===== config.mk =====
export PLATFORM = sky130hd
export DESIGN_NAME = score_display
export DESIGN_NICKNAME = d
export VERILOG_FILES = /design/src/rtl/score_display.sv
export SDC_FILE = /design/constraint.sdc
export NUM_CORES = 1
export LEC_CHECK = 0
export BUFFER_PORTS_ARGS = -buffer_cell sky130_fd_sc_hd__clkbuf_2
export CELL_PAD_IN_SITES_DETAIL_PLACEMENT = 0
export CELL_PAD_IN_SITES_GLOBAL_PLACEMENT = 1
export CORE_ASPECT_RATIO = 0.6
export CORE_MARGIN = 2
export CORE_UTILIZATION = 42
export DETAILED_ROUTE_END_ITERATION = 6
export PLACE_DENSITY = 0.88
export SETUP_SLACK_MARGIN = 0.5
export SLEW_MARGIN = 30
export SYNTH_ARGS = -nofsm -noshare
export SYNTH_HDL_FRONTEND = slang
export SYNTH_SLANG_ARGS = --single-unit

===== constraint.sdc =====
create_clock -name clk -period 2.47 [get_ports clk]
set_clock_uncertainty 0.1 [all_clocks]
set_input_delay 0.247 -clock clk [delete_from_list [all_inputs] [get_ports clk]]
set_output_delay 0.247 -clock clk [all_outputs]
set_load 0.005 [all_outputs]

===== src/rtl/score_display.sv =====
// score_display: four-digit multiplexed seven-segment driver for two
// two-digit BCD scores (player 1 on the left pair, player 2 on the right
// pair, decimal point after digit 1 as the separator).
//
// Optional feature macro: SCORE_DISPLAY_FLASH_EN
//   defined   - each player's digits flash (blank/show) for FLASH_COUNT
//               pairs of FLASH_DIV-cycle half-periods after that player's
//               captured score changes.
//   undefined - no flash logic; FLASH_DIV and FLASH_COUNT are ignored.
//
// Pipeline: inputs -> capture regs -> registered seg/an/dp, so an input
// change is visible on seg two edges after it is applied (when that digit
// is being scanned).
//
// Interface protocol: there is no handshake. Scores are sampled on every
// rising clk edge with no valid/ready qualification; the display simply
// follows whatever the upstream counter presents.

module score_display #(
  parameter int REFRESH_DIV = 100000,
  parameter int FLASH_DIV   = 25000000,
  parameter int FLASH_COUNT = 3
) (
  input  logic       clk,
  input  logic       reset,
  input  logic [3:0] big1,
  input  logic [3:0] sm1,
  input  logic [3:0] big2,
  input  logic [3:0] sm2,
  output logic [6:0] seg,
  output logic       dp,
  output logic [3:0] an
);

  localparam int RW = (REFRESH_DIV > 1) ? $clog2(REFRESH_DIV) : 1;
  localparam logic [RW-1:0] REF_LAST = RW'(REFRESH_DIV - 1);

  localparam logic [6:0] SEG_OFF  = 7'b1111111;
  localparam logic [6:0] SEG_DASH = 7'b0111111;

  // Active-low {g,f,e,d,c,b,a}; anything outside 0..9 shows a dash.
  function automatic logic [6:0] seg_decode(input logic [3:0] v);
    logic [6:0] s;
    s = SEG_DASH;
    case (v)
      4'd0: s = 7'b1000000;
      4'd1: s = 7'b1111001;
      4'd2: s = 7'b0100100;
      4'd3: s = 7'b0110000;
      4'd4: s = 7'b0011001;
      4'd5: s = 7'b0010010;
      4'd6: s = 7'b0000010;
      4'd7: s = 7'b1111000;
      4'd8: s = 7'b0000000;
      4'd9: s = 7'b0010000;
      default: s = SEG_DASH;
    endcase
    return s;
  endfunction

  // Capture registers
  logic [3:0] big1_q, big1_d;
  logic [3:0] sm1_q,  sm1_d;
  logic [3:0] big2_q, big2_d;
  logic [3:0] sm2_q,  sm2_d;

  // Scan sequencing
  logic [RW-1:0] cnt_q, cnt_d;
  logic [1:0]    idx_q, idx_d;

  // Registered outputs
  logic [6:0] seg_q, seg_d;
  logic [3:0] an_q,  an_d;
  logic       dp_q,  dp_d;

  // Per-player flash blanking request (always low without the feature)
  logic blank_p1;
  logic blank_p2;

  // Capture every cycle; all decode works from the captured copy.
  always_comb begin
    big1_d = big1;
    sm1_d  = sm1;
    big2_d = big2;
    sm2_d  = sm2;
  end

  // Refresh counter and digit index: advance the index on terminal count.
  always_comb begin
    cnt_d = cnt_q + 1'b1;
    idx_d = idx_q;
    if (cnt_q == REF_LAST) begin
      cnt_d = '0;
      idx_d = idx_q + 2'd1;
    end
  end

  // Digit select, leading-zero / flash blanking and segment decode.
  always_comb begin
    logic [3:0] digit_val;
    logic       digit_blank;
    an_d        = 4'b1111;
    digit_val   = 4'd0;
    digit_blank = 1'b0;
    case (idx_q)
      2'd0: begin
        an_d        = 4'b0111;
        digit_val   = big1_q;
        digit_blank = (big1_q == 4'd0) || blank_p1;
      end
      2'd1: begin
        an_d        = 4'b1011;
        digit_val   = sm1_q;
        digit_blank = blank_p1;
      end
      2'd2: begin
        an_d        = 4'b1101;
        digit_val   = big2_q;
        digit_blank = (big2_q == 4'd0) || blank_p2;
      end
      default: begin
        an_d        = 4'b1110;
        digit_val   = sm2_q;
        digit_blank = blank_p2;
      end
    endcase
    seg_d = digit_blank ? SEG_OFF : seg_decode(digit_val);
    // Separator point only on player 1's units digit, and only when lit.
    dp_d  = digit_blank || (idx_q != 2'd1);
  end

  // Main register bank with synchronous active-low clear.
  always_ff @(posedge clk) begin
    if (!reset) begin
      big1_q <= 4'd0;
      sm1_q  <= 4'd0;
      big2_q <= 4'd0;
      sm2_q  <= 4'd0;
      cnt_q  <= '0;
      idx_q  <= 2'd0;
      seg_q  <= SEG_OFF;
      an_q   <= 4'b1111;
      dp_q   <= 1'b1;
    end else begin
      big1_q <= big1_d;
      sm1_q  <= sm1_d;
      big2_q <= big2_d;
      sm2_q  <= sm2_d;
      cnt_q  <= cnt_d;
      idx_q  <= idx_d;
      seg_q  <= seg_d;
      an_q   <= an_d;
      dp_q   <= dp_d;
    end
  end

`ifdef SCORE_DISPLAY_FLASH_EN

  localparam int REM_INIT = 2 * FLASH_COUNT;
  localparam int REM_W    = (REM_INIT > 1) ? $clog2(REM_INIT + 1) : 1;
  localparam int FW       = (FLASH_DIV > 1) ? $clog2(FLASH_DIV) : 1;
  localparam logic [REM_W-1:0] REM_LOAD = REM_W'(REM_INIT);
  localparam logic [FW-1:0]    FL_LAST  = FW'(FLASH_DIV - 1);

  // primed_q masks the first capture after reset: loading the current
  // score out of a cleared register is not a score change.
  logic             primed_q, primed_d;
  logic [REM_W-1:0] rem1_q, rem1_d;
  logic [REM_W-1:0] rem2_q, rem2_d;
  logic [FW-1:0]    tmr1_q, tmr1_d;
  logic [FW-1:0]    tmr2_q, tmr2_d;
  logic             chg1, chg2;

  // Change detect and flash countdown, independently per player.
  always_comb begin
    primed_d = 1'b1;
    chg1     = primed_q && ({big1, sm1} != {big1_q, sm1_q});
    chg2     = primed_q && ({big2, sm2} != {big2_q, sm2_q});
    rem1_d   = rem1_q;
    tmr1_d   = tmr1_q;
    rem2_d   = rem2_q;
    tmr2_d   = tmr2_q;
    if (chg1) begin
      rem1_d = REM_LOAD;
      tmr1_d = '0;
    end else if (rem1_q != '0) begin
      if (tmr1_q == FL_LAST) begin
        tmr1_d = '0;
        rem1_d = rem1_q - 1'b1;
      end else begin
        tmr1_d = tmr1_q + 1'b1;
      end
    end
    if (chg2) begin
      rem2_d = REM_LOAD;
      tmr2_d = '0;
    end else if (rem2_q != '0) begin
      if (tmr2_q == FL_LAST) begin
        tmr2_d = '0;
        rem2_d = rem2_q - 1'b1;
      end else begin
        tmr2_d = tmr2_q + 1'b1;
      end
    end
  end

  // Flash state registers.
  always_ff @(posedge clk) begin
    if (!reset) begin
      primed_q <= 1'b0;
      rem1_q   <= '0;
      tmr1_q   <= '0;
      rem2_q   <= '0;
      tmr2_q   <= '0;
    end else begin
      primed_q <= primed_d;
      rem1_q   <= rem1_d;
      tmr1_q   <= tmr1_d;
      rem2_q   <= rem2_d;
      tmr2_q   <= tmr2_d;
    end
  end

  // Even non-zero remainder = blank half, so each flash starts dark.
  assign blank_p1 = (rem1_q != '0) && !rem1_q[0];
  assign blank_p2 = (rem2_q != '0) && !rem2_q[0];

`else

  logic unused_flash_cfg;
  assign unused_flash_cfg = (FLASH_DIV > 0) ^ (FLASH_COUNT > 0);
  assign blank_p1 = 1'b0;
  assign blank_p2 = 1'b0;

`endif

  assign seg = seg_q;
  assign an  = an_q;
  assign dp  = dp_q;

endmodule


Yosys cells after proc, flatten, opt, wreduce, memory -nomap -nowiden
Memory sizes are Yosys's and may differ from the RTL's. A register that Yosys moved wholly into a read port is not among the register bits.
Cells that the tools add are included.
Widths: inputs -> output; s select.
Cells by class
  mux-type cells: 3
  add/sub/neg operators: 2
  reductions and logical operators: 6
  bitwise gates (word level): 1
  eq/ne operators: 4
Operators with widths (number)
  $pmux 4 s3: 2
  $add 17x1->17 const B: 1
  $eq 17x17->1 const B: 1
  $logic_not 4->1: 2
  $reduce_or 2->1: 2
  $add 2x1->2 const B: 1
  $eq 2x1->1 const B: 1
  $eq 2x2->1 const B: 1
  $logic_not 2->1: 1
  $ne 2x1->1 const B: 1
  $pmux 1 s2: 1
  $logic_or 1x1->1: 1
  $not 1->1: 1
Storage, ports and cells
  memories kept: 1
  flip-flop bits (word level): 40
  bits of input ports: 18
  ROM bits: 112
  word-level logic and storage cells: 25
Memories
  (no name shown): words 16, bits a word 7, rd ports 1, clocked after Yosys merged registers in 1, wr ports 0, RTL line 45  | case (v)

Logic depth before layout (Yosys ltp)
Gate-level depths: netlist of run 1.
  depth after elaboration: 3
  gate-level depth with buffers: 8
  mapped depth without buffers: 8

Worst setup path before layout of run 1
OpenSTA, ideal clock, no wires.
  path kind: reg2reg
  from: register idx_q[0]
  to: register seg_q[3] (netlist: seg[3])
  clock period less this slack: 2.018 ns
  setup slack: 0.452 ns
  data required time: 2.305 ns
  cell stages (with the launch flop): 7
  arrival: 1.852 ns
  cells stage by stage: dfxtp_1 inv_1 ha_1 a222oi_1 a21oi_2 or4b_4 nand4_1
Between the ends
  word-level cells in the longest chain between the ends: 3
RTL lines
  start, declared: RTL line 69  | logic [1:0] idx_q, idx_d;
  start signal, assigned: RTL line 150  | idx_q <= idx_d;
  $eq 2x2->1 or $logic_not 2->1 (tied branches): RTL line 105  | case (idx_q)
  $pmux 1 s2: RTL line 105
  $reduce_or 2->1 (no line)
  end, declared: RTL line 72  | logic [6:0] seg_q, seg_d;
Several ways; a longest one is shown, not always the timed one.
A chain may end at the register's enable or synchronous reset.

Worst setup path after layout of run 1
  from: register idx_q[0]
  to: register seg_q[0] (netlist: seg[0])
Same word-level chain as after synthesis.

==> results by group, run 1 <==
Status
  – Status: complete, no violations

Placed design
  – Post-DP HPWL: 2870 microns
  – Port-buffer cells: 29
  – Gpl congestion: 0.912
  – Placed Area: 2110 sq um

Finish
  – Final instance area: 2360 sq um
  – Area Growth Syn to Fin: 23.6%
  – Layout cells sized above 1: 0.274
  – Final nets: 266
  – Commonest cells after routing, fill and taps aside: 44 x dfxtp_1, 29 x clkbuf_2, 17 x nor2_1, 17 x and2_1, 11 x nand4_1
  – Final core utilization: 0.557
  – Diode count: 0
  – Commonest non-fill, non-tap cell in the layout: dfxtp_1

Synthesis
  – Compound-Gate Fraction of Synth Area: 0.0944
  – Synth Area in Adders: 0.0525
  – Post-Synth XOR/XNOR Area: 0.0551
  – Synth Register Bits: 46
  – Largest family of logic cells by synthesized area: simple AND/OR/NAND/NOR gates
  – Mapped Cells: around 200
  – Net Count, Synth: 228
  – Post-synth EDFFs: 0
  – Distinct cell type count after synthesis: 39
  – Avg Inst Size Synth: approximately 9.4 sq um
  – Mapped cell area: approximately 1900 sq um
  – Asr flop ratio synth: 0
  – Proportion of synthesized area in mux cells: 0.0111
  – Post-Synth Simple-Gate Area: 0.266
  – YS warnings: 0
  – Ys flop type: dfxtp_1
  – Seq/Total Area, Yosys: 0.483

Power
  – Leakage power: 0.000936 uW
  – Combinational power share: 0.073
  – Clock share of power: 0.387
  – Int Pwr: 1120 uW
  – Seq pwr share: 0.541
  – Cell Pwr Density: 615 nW/um^2
  – Net Sw Frac: 0.224
  – Psw: around 330 uW
  – Max IR drop VDD: 0.302 mV

Clock tree
  – Num CTS Buffers: 5
  – Htree depth: 2
  – Clk pin slew, worst setup/hold paths: 0.09 ns
  – CTS root buffer: clkbuf_8
  – Clock Latency Late Sink: 0.29 ns
  – Post-CTS Hold Buffers: 0
  – TritonCTS clock tree: yes
  – Clk sink count: 46
  – Max Root-Sink Buffers: 2

Worst setup path
  – Startpoint type of the worst setup path: flip-flop
  – Top Family by Delay on Critical Path: simple AND/OR/NAND/NOR gates
  – Crit. End Element: flip-flop
  – Worst EP required: 2.61 ns
  – Critical path cell sequence: buf_4 -> ha_4 -> a222oi_1 -> buf_4 -> mux2i_4 -> or4b_4 -> nand4_1
  – CP peak stage delay: around 0.55 ns
  – Arrival time of the worst setup path: 2.19 ns
  – CP Buf/Inv Count: 2
  – CP most frequent cell: buf_4
  – Crit Path Class: flip-flop to flip-flop
  – Critical path peak fanout: 5
  – Slowest CP cell: or4b_4

Timing
  – Endpoints failing setup: 0
  – Slew Limit Fails: 0
  – RSZ-0062 raised after global routing: yes
  – Normalized max-slew margin: 0.724
  – Final min period: 2.05 ns
  – Share of the clock period used by the worst path: 0.830
  – Fmax achieved: 488 MHz
  – Final setup TNS: 0 ns
  – Final hold vios: 0
  – Worst slew pin tran: 0.410 ns

Drt
  – Routed WL per cell: between 10 and 15 microns
  – Vias: 1522
  – First DRT Iteration DRCs: 69
  – DRT Wirelength: 4010 microns
  – Vias per cell: 5.06
  – Remaining DRCs: 0
  – Drt pass-1 iters: 5
  – Routed Antenna Nets: 0

Floorplanning
  – Die W: 91.0 microns
  – Starting Density: 0.451
  – Io pins: 30
  – Die area: 5120 sq um
  – Core Area: 4230 sq um
  – Site Rows: 18
  – Die Y: 56.2 microns

GRT
  – Remaining global-route overflow: 0
  – Initial antenna violation count: 0
  – First-pass GRT wire length: ~6500 microns
  – GRT Overall Usage: 0.161
  – Vias in the first global route: 1311
  – Largest net degree at the start of global routing: 23

Min path
  – Hold Path Class: primary input to flip-flop

Job
  – Max Cap Violations: 0
path summary, 6_finish.rpt:
check	depth (start not counted)	startpoint	endpoint	slack [ns]
max reg2reg	7	idx_q[0]	seg[0]	0.42
max	7	idx_q[0]	seg[0]	0.42
min	2	big2[0]	big2_q[0]	0.05
min reg2reg	2	cnt_q[16]	cnt_q[16]	0.41
sequential cells by signal (all words and copies together), names as in the netlist:
| register | count |
|---|---|
| an | 4 |
| big1_q | 4 |
| big2_q | 4 |
| cnt_q | 17 |
| idx_q | 2 |
| seg | 7 |
| sm1_q | 4 |
| sm2_q | 4 |
through the flow:
step                      cells  setup WS [ns]  total power, uW  hold WS, ns
final                       301          0.419             1450       0.0532
after detailed placement    286          0.307              899        0.357
after CTS                   298          0.478             1460       0.0469
after floorplan             202          0.522              855        0.274
after global routing        301          0.298             1510       0.0494
after global placement      286          0.434              897        0.354
worst register-to-register path, delay by kind of cell (launching register included):
| family | cells | cell delay, ns |
|---|---|---|
| buffers and inverters | 2 | 0.34 |
| AND/OR/NAND/NOR | 2 | 0.65 |
| multiplexers | 1 | 0.08 |
| adder cells (fa/ha/maj) | 1 | 0.17 |
| flip-flops | 1 | 0.37 |
| AO/OA/AOI/OAI | 1 | 0.30 |
timing repair:
action | CTS | global route
endpoints found under the setup margin | 6 | 22
pin swaps | 6 | 3
buffers inserted | 4 | 3
endpoints found under the hold margin | 0 | 0
resized for setup | 11 | 10
kinds of logic (layout without fill, tap and decap cells):
kind of cell	Yosys count	count (layout)
and+or+nand+nor	89	89
buffers and inverters	17	56
AOI/OAI and AO/OA	28	28
muxes	2	2
adders and majority gates	8	8
xor gates and xnor gates	12	12
DFF	46	46
area by class of cell:
type / count / area (sq um)
well taps: 60 / 75.1
repair buffers: 39 / 220
clock inverters: 3 / 43.8
multi-input cells: 139 / 986
clock buffers: 5 / 68.8
fillers: 420 / 1880
flip-flops and latches: 46 / 928
inverters: 9 / 36.3
synth_stat cells (2+ instances only):
cell type	n	area [sq um]
a211oi_1	2	15.0
nand3_1	8	40.0
nand2_1	8	30.0
inv_1	9	33.8
xnor2_1	5	43.8
a222oi_1	4	40.0
ha_1	8	100
and3_1	5	31.3
dfxtp_1	46	921
and2_1	17	106
nor2_1	17	63.8
buf_4	2	15.0
a21oi_1	8	40.0
nand2b_1	2	12.5
or3_1	2	12.5
nor4_1	5	31.3
xor2_1	7	61.3
nand4_1	11	68.8
and4_1	2	17.5
clkbuf_1	5	18.8
o21ai_0	8	40.0
nor2b_1	3	18.8
nor3_1	2	10.0
per-layer routing:
layer,wire length (microns),global-route usage,vias up
li1,-,-,783
met1,2190,0.255,672
met5,0,0,-
met4,57,0.0455,0
met2,1520,0.202,60
met3,243,0.0474,7
power groups by stage:
stage | sequential [uW] | combinational [uW] | clock [uW]
floorplan | 800 | 54.6 | 0
global placement | 804 | 93.0 | 0
detailed placement | 804 | 95.0 | 0
CTS | 785 | 101 | 576
global route | 787 | 120 | 602
finish | 784 | 105 | 560
(Power assumes the default switching activity.)
==> run 2, diff against run 1 <==
--- a/config.mk
+++ b/config.mk
@@ -5,14 +5,15 @@
 export SDC_FILE = /design/constraint.sdc
 export NUM_CORES = 1
 export LEC_CHECK = 0
+export ABC_AREA = 1
 export BUFFER_PORTS_ARGS = -buffer_cell sky130_fd_sc_hd__clkbuf_2
 export CELL_PAD_IN_SITES_DETAIL_PLACEMENT = 0
 export CELL_PAD_IN_SITES_GLOBAL_PLACEMENT = 1
 export CORE_ASPECT_RATIO = 0.6
 export CORE_MARGIN = 2
-export CORE_UTILIZATION = 42
+export CORE_UTILIZATION = 36
 export DETAILED_ROUTE_END_ITERATION = 6
-export PLACE_DENSITY = 0.88
+export PLACE_DENSITY = 0.85
 export SETUP_SLACK_MARGIN = 0.5
 export SLEW_MARGIN = 30
 export SYNTH_ARGS = -nofsm -noshare
==> constraint.sdc (replaced) <==
create_clock -name clk -period 1.87 [get_ports clk]
set_clock_uncertainty 0.1 [all_clocks]
set_input_delay 0.187 -clock clk [delete_from_list [all_inputs] [get_ports clk]]
set_output_delay 0.187 -clock clk [all_outputs]
set_load 0.005 [all_outputs]
==> run 2 against run 1 <==
Power is 30% higher. Sequential share of layout area is 8.5 points lower. Critical path type unchanged. Flip-flop and latch count stayed put. Register-to-register slack worse by 0.18 ns. Die area is 25% higher. Maximum frequency is 26% higher. Worst setup slack worse by 0.18 ns. Non-clock buffer count is 22 higher. Largest power group unchanged.
==> results by group, run 2 <==
Synthesis
  – Synth Register Bits: 46 (unchanged)
  – Post-Synth XOR/XNOR Area: 0.0296 (-0.0254)
  – Post-synth EDFFs: 0 (unchanged)
  – Synth top cells by count: 95 x nand2_1, 47 x nor2_1, 46 x dfxtp_1
  – Compound-Gate Fraction of Synth Area: 0.0551 (-0.0394)
  – Net Count, Synth: 316 (+39%)
  – Post-Synth Simple-Gate Area: 0.340 (+0.0738)
  – Synth Area in Adders: 0.0484 (-0.00406)
  – Top-count cell post-synth: nand2_1
  – Most area-hungry cell type in the Yosys netlist: dfxtp_1
  – Distinct cell type count after synthesis: 23 (-41%)
  – Ys flop type: dfxtp_1
  – YS warnings: 0 (unchanged)
  – Synth top area share: 0.445 (-0.0374)
  – Proportion of synthesized area in mux cells: 0 (-0.0111)
  – Seq/Total Area, Yosys: 0.445 (-0.0374)
  – Asr flop ratio synth: 0 (unchanged)
  – Ranking of synthesized cells by area: dfxtp_1 45%, nand2_1 17%, nor2_1 8.5%
  – Mapped cell area: 2070 sq um (+8.4%)
  – Largest family of logic cells by synthesized area: simple AND/OR/NAND/NOR gates
  – Avg Inst Size Synth: 7.13 sq um (-24%)
  – Mapped Cells: 290 (+44%)

Floorplanning
  – Die area: 6390 sq um (+25%)
  – Die Y: 62.7 microns (+12%)
  – Die W: 102 microns (+12%)
  – Io pins: 30 (unchanged)
  – Core Area: 5570 sq um (+32%)
  – Site Rows: 21 (+3)
  – Starting Density: 0.371 (-0.0794)

Worst setup path
  – Beginning of the critical path: idx_q[1]
  – Critical path peak fanout: 6 (+1)
  – Worst EP required: 1.97 ns (-0.64 ns)
  – CP most frequent cell: nand2_2
  – Critical path cell sequence: inv_4 -> ha_4 -> nand2_2 -> nand2_4 -> o21ai_4 -> nand2_2 -> a21oi_4 -> nand2_1
  – CP peak stage delay: 0.41 ns (-0.14 ns)
  – Arrival time of the worst setup path: 1.73 ns (-0.46 ns)
  – Startpoint type of the worst setup path: flip-flop
  – Slowest CP cell: dfxtp_4
  – Reg2reg start: idx_q[1]
  – Worst reg-to-reg path cell count: 8 (+1)
  – Crit. End Element: flip-flop
  – Crit Path Class: flip-flop to flip-flop

Finish
  – Top reg by flops: cnt_q
  – Diode count: 0 (unchanged)
  – # fillers: 527 (+25%)
  – Area Growth Syn to Fin: 47.2%
  – Max reg flops: 17 (unchanged)
  – Commonest cells after routing, fill and taps aside: 77 x nand2_1, 39 x dfxtp_1, 31 x inv_1
  – Commonest non-fill, non-tap cell in the layout: nand2_1
  – Final nets: 379 (+42%)
  – Final core utilization: 0.546 (-0.0105)
  – Layout cells sized above 1: 0.356 (+0.0821)

Drt
  – DRT Wirelength: 5040 microns (+26%)
  – Routed WL per cell: 11.6 microns (-13%)
  – Vias per cell: 4.39 (-13%)
  – First DRT Iteration DRCs: 66 (-4.3%)
  – Vias: 1907 (+25%)
  – Routed Antenna Nets: 0 (unchanged)
  – Drt pass-1 iters: 4 (-1)
  – Remaining DRCs: 0 (unchanged)

GRT
  – First-pass GRT wire length: 7960 microns (+23%)
  – Initial antenna violation count: 0 (unchanged)
  – Vias in the first global route: 1712 (+31%)
  – Largest net degree at the start of global routing: 17 (-26%)
  – Remaining global-route overflow: 0 (unchanged)
  – GRT Overall Usage: 0.162 (+0.000959)

Power
  – Max IR drop VDD: 0.308 mV (+1.9%)
  – Cell Pwr Density: 620 nW/um^2 (+0.80%)
  – Leakage power: 0.00131 uW (+39%)

Clock tree
  – Htree depth: 2 (unchanged)
  – TritonCTS clock tree: yes
  – CTS root buffer: clkbuf_8
  – Clk pin slew, worst setup/hold paths: 0.09 ns (about the same)
  – Clock Latency Late Sink: 0.30 ns (about the same)
  – Clk sink count: 46 (unchanged)
  – Max Root-Sink Buffers: 2 (unchanged)
  – Num CTS Buffers: 5 (unchanged)

Min path
  – Hold Path Class: primary input to flip-flop
  – Hold Path Origin: reset
  – Worst hold path depth: 2 (unchanged)

Placed design
  – Post-DP HPWL: 3290 microns (+15%)
  – Gpl congestion: 0.838 (-8.2%)
  – Port-buffer cells: 29 (unchanged)

Timing
  – Final hold vios: 0 (unchanged)
  – Share of the clock period used by the worst path: 0.871 (+0.0412)
  – RSZ-0062 raised after global routing: yes
  – Normalized max-slew margin: 0.806 (+0.0817)
  – Slew Limit Fails: 0 (unchanged)
  – Final min period: 1.63 ns (-0.421 ns)
  – Worst slew pin tran: 0.289 ns (-0.121 ns)
  – Endpoints failing setup: 0 (unchanged)
  – Fmax achieved: 614 MHz (+26%)
  – Final setup TNS: 0 ns (unchanged)

Status
  – Status: complete, no violations

Job
  – Max Cap Violations: 0 (unchanged)
## run 2: final cells by class
type / count / area (sq um) / area share
multi-input cells: 202 / 1280 / 0.419
flip-flops and latches: 46 / 940 / 0.309
repair buffers: 61 / 485 / 0.159
inverters: 37 / 151 / 0.0497
well taps: 80 / 100 / 0.0329
clock buffers: 5 / 68.8 / 0.0226
clock inverters: 3 / 22.5 / 0.00740
## run 2: final timing paths
path,endpoint,slack [ns]
setup / recovery,seg[2],0.24
hold / removal,an[1],0.15
setup reg to reg,seg[2],0.24
hold reg to reg,cnt_q[14],0.38
## run 2: stage by stage
stage	std cells	instance area [sq um]	setup slack [ns]	hold WS, ns	total power (uW)
5_1_grt	434	3040	0.161	0.184	1980
2_1_floorplan	290	2250	0.362	0.185	1150
6_report	434	3040	0.240	0.147	1890
3_5_place_dp	396	2480	0.212	0.273	1210
4_1_cts	430	2880	0.268	0.155	1880
3_3_place_gp	396	2480	0.226	0.271	1210
## run 2: timing repair
action | 4_1_cts | 5_1_grt
cloned | 1 | 1
resized for setup | 20 | 33
setup endpoints to repair | 24 | 26
endpoints found under the hold margin | 16 | 0
hold buffers | 16 | 0
pin swaps | 11 | 12
setup buffers | 9 | 3
## run 2: logic make-up after synthesis
family	after synthesis
buffers and inverters	42
xor gates and xnor gates	7
and+or+nand+nor	172
AOI/OAI and AO/OA	15
DFF	46
adders and majority gates	8
## run 2: power breakdown
group          total [uW]  leakage (uW)  internal (uW)  switching, uW
sequential           1030      0.000382           1010           20.1
combinational         224      0.000878            118            105
clock                 628     0.0000451            269            359
total                1890       0.00131           1400            485
## run 2: layer usage
metal	GRT usage	wire length, microns
met1	0.232	2580
met4	0.0500	63
met3	0.0537	288
met5	0	0
met2	0.228	2110
## run 2: critical path, delay by kind of cell (launching register included)
kind | cells | cell delay (ns)
compound gates | 2 | 0.44
flops | 1 | 0.41
simple gates | 4 | 0.33
fa+ha+maj | 1 | 0.18
buf+inv | 1 | 0.06
==> run 3, diff against run 2 <==
--- a/config.mk
+++ b/config.mk
@@ -13,7 +13,7 @@
 export CORE_MARGIN = 2
 export CORE_UTILIZATION = 36
 export DETAILED_ROUTE_END_ITERATION = 6
-export PLACE_DENSITY = 0.85
+export PLACE_DENSITY = 0.8
 export SETUP_SLACK_MARGIN = 0.5
 export SLEW_MARGIN = 30
 export SYNTH_ARGS = -nofsm -noshare
==> run 3 against run 2 <==
Maximum frequency is 0.82% higher. Combinational power grew 5%. Utilization up 0.72 points. Via count down 0.89%. Final cell count up 0.46%. Sequential power about the same. Die area unchanged. Worst setup slack gained 0.013 ns. Design area grew 1.3%. Flip-flop and latch count did not move. Sequential share of layout area decreased by 0.40 points. Worst hold slack improved by 0.095 ns.
==> results by group, run 3 (same netlist as run 2, synthesis figures left out) <==
Status
  – Status: complete, no violations

Power
  – Pwr Total: 1890 uW (+0.45%)
  – Leakage power: 0.00134 uW (+2.4%)
  – Cell Pwr Density: 614 nW/um^2 (-0.85%)
  – Max IR drop VDD: 0.318 mV (+3.2%)

Clock tree
  – Clk sink count: 46 (unchanged)
  – Max Root-Sink Buffers: 2 (unchanged)
  – CTS root buffer: clkbuf_8
  – TritonCTS clock tree: yes
  – Clock Latency Late Sink: 0.30 ns (about the same)
  – Clk pin slew, worst setup/hold paths: 0.09 ns (about the same)
  – Htree depth: 2 (unchanged)
  – Num CTS Buffers: 5 (unchanged)

Timing
  – Final hold vios: 0 (unchanged)
  – Share of the clock period used by the worst path: 0.864 (-0.00713)
  – RSZ-0062 raised after global routing: yes
  – Slew Limit Fails: 0 (unchanged)
  – Hold Slack: 0.241 ns (+0.0947 ns)
  – Endpoints failing setup: 0 (unchanged)
  – Final min period: 1.62 ns (-0.0133 ns)
  – Fmax achieved: 619 MHz (+0.82%)
  – Normalized max-slew margin: 0.798 (-0.00837)
  – Final setup TNS: 0 ns (unchanged)
  – Worst slew pin tran: 0.301 ns (+0.0125 ns)

Worst setup path
  – Arrival time of the worst setup path: 1.77 ns (+0.04 ns)
  – Slowest CP cell: dfxtp_4
  – Crit. End Element: flip-flop
  – Worst reg-to-reg path cell count: 11 (+3)
  – Critical path cell sequence: inv_4 -> ha_4 -> nand2_2 -> nand2_2 -> o21bai_4 -> ha_4 -> inv_2 -> nand2_1 -> nand2_1 -> nand2_1 -> nand2_1
  – Worst EP required: 2.03 ns (+0.06 ns)
  – Crit Path Class: flip-flop to flip-flop
  – Startpoint type of the worst setup path: flip-flop
  – CP most frequent cell: nand2_1
  – Critical path peak fanout: 5 (-1)
  – CP peak stage delay: 0.41 ns (about the same)

Finish
  – # fillers: 527 (unchanged)
  – Max reg flops: 17 (unchanged)
  – Layout cells sized above 1: 0.382 (+0.0261)
  – Final instance area: 3080 sq um (+1.3%)
  – Area Growth Syn to Fin: 49.1%
  – Final nets: 381 (+0.53%)
  – Commonest non-fill, non-tap cell in the layout: nand2_1
  – Top reg by flops: cnt_q
  – Diode count: 0 (unchanged)
  – Final core utilization: 0.554 (+0.00719)
  – Commonest cells after routing, fill and taps aside: 77 x nand2_1, 37 x dfxtp_1, 29 x inv_1, 29 x clkbuf_2, 27 x nor2_1

Drt
  – Routed WL per cell: 11.5 microns (-1.0%)
  – Routed Antenna Nets: 0 (unchanged)
  – Vias: 1890 (-0.89%)
  – First DRT Iteration DRCs: 115 (+74%)
  – Drt pass-1 iters: 4 (unchanged)
  – Vias per cell: 4.33 (-1.3%)
  – Remaining DRCs: 0 (unchanged)
  – DRT Wirelength: 5010 microns (-0.56%)

Floorplanning
  – Die W: 102 microns (unchanged)
  – Io pins: 30 (unchanged)
  – Die area: 6390 sq um (unchanged)
  – Core Area: 5570 sq um (unchanged)
  – Die Y: 62.7 microns (unchanged)
  – Starting Density: 0.371 (unchanged)
  – Site Rows: 21 (unchanged)

GRT
  – Largest net degree at the start of global routing: 23 (+6)
  – First-pass GRT wire length: 8440 microns (+6.1%)
  – Remaining global-route overflow: 0 (unchanged)
  – Vias in the first global route: 1722 (+0.58%)
  – Initial antenna violation count: 0 (unchanged)
  – GRT Overall Usage: 0.171 (+0.00925)

Placed design
  – Gpl congestion: 0.859 (+2.5%)
  – Post-DP HPWL: 3320 microns (+0.99%)
  – Placed Area: 2480 sq um (unchanged)
  – Port-buffer cells: 29 (unchanged)

Min path
  – Hold Path Class: primary input to flip-flop
  – Worst hold path depth: 4 (+2)

Job
  – Max Cap Violations: 0 (unchanged)
==> run 3: final cells by class <==
class	instances	area, sq um	share of cell area
multi-input combinational	202	1300	0.423
clock buffer	5	68.8	0.0223
sequential	46	940	0.305
timing repair buffer	63	499	0.162
clock inverter	3	21.3	0.00690
inverter	37	151	0.0491
tap	80	100	0.0325
==> run 3: final timing paths <==
kind          endpoint       from  slack [ns]
min reg2reg  cnt_q[14]  cnt_q[14]        0.39
min             seg[5]      reset        0.24
max             seg[3]   idx_q[1]        0.25
max reg2reg     seg[3]   idx_q[1]        0.25
==> run 3: critical path: cells and delay by family (launching register included) <==
kind	cells	cell delay (ns)
flops	1	0.41
buf+inv	2	0.10
fa+ha+maj	2	0.43
simple gates	6	0.33
compound gates	1	0.21
==> run 3: layer usage <==
metal,share of wire,track usage,wire length [microns],vias up
met5,0,0,0,-
met4,0.010,0.0500,51,0
met3,0.057,0.0414,286,7
met2,0.38,0.223,1920,48
met1,0.55,0.271,2760,818
li1,-,-,-,1017
==> run 3: report_power, final <==
| part | switching, uW | internal (uW) |
|---|---|---|
| clock network | 359 | 263 |
| logic | 111 | 124 |
| registers | 21.7 | 1020 |
==> run 3: through the flow <==
| step | setup slack (ns) | std cells |
|---|---|---|
| 3_3_place_gp | 0.218 | 396 |
| 2_1_floorplan | 0.362 | 290 |
| 6_report | 0.254 | 436 |
| 4_1_cts | 0.262 | 433 |
| 5_1_grt | 0.173 | 436 |
| 3_5_place_dp | 0.212 | 396 |
==> run 3: what timing repair did <==
| action | CTS | global route |
|---|---|---|
| hold buffers | 16 | 0 |
| gates resized for setup | 33 | 30 |
| pin swaps | 13 | 10 |
| hold endpoints to repair | 16 | 0 |
| setup endpoints to repair | 26 | 26 |
| setup buffers | 11 | 3 |
| gates cloned | 2 | 0 |
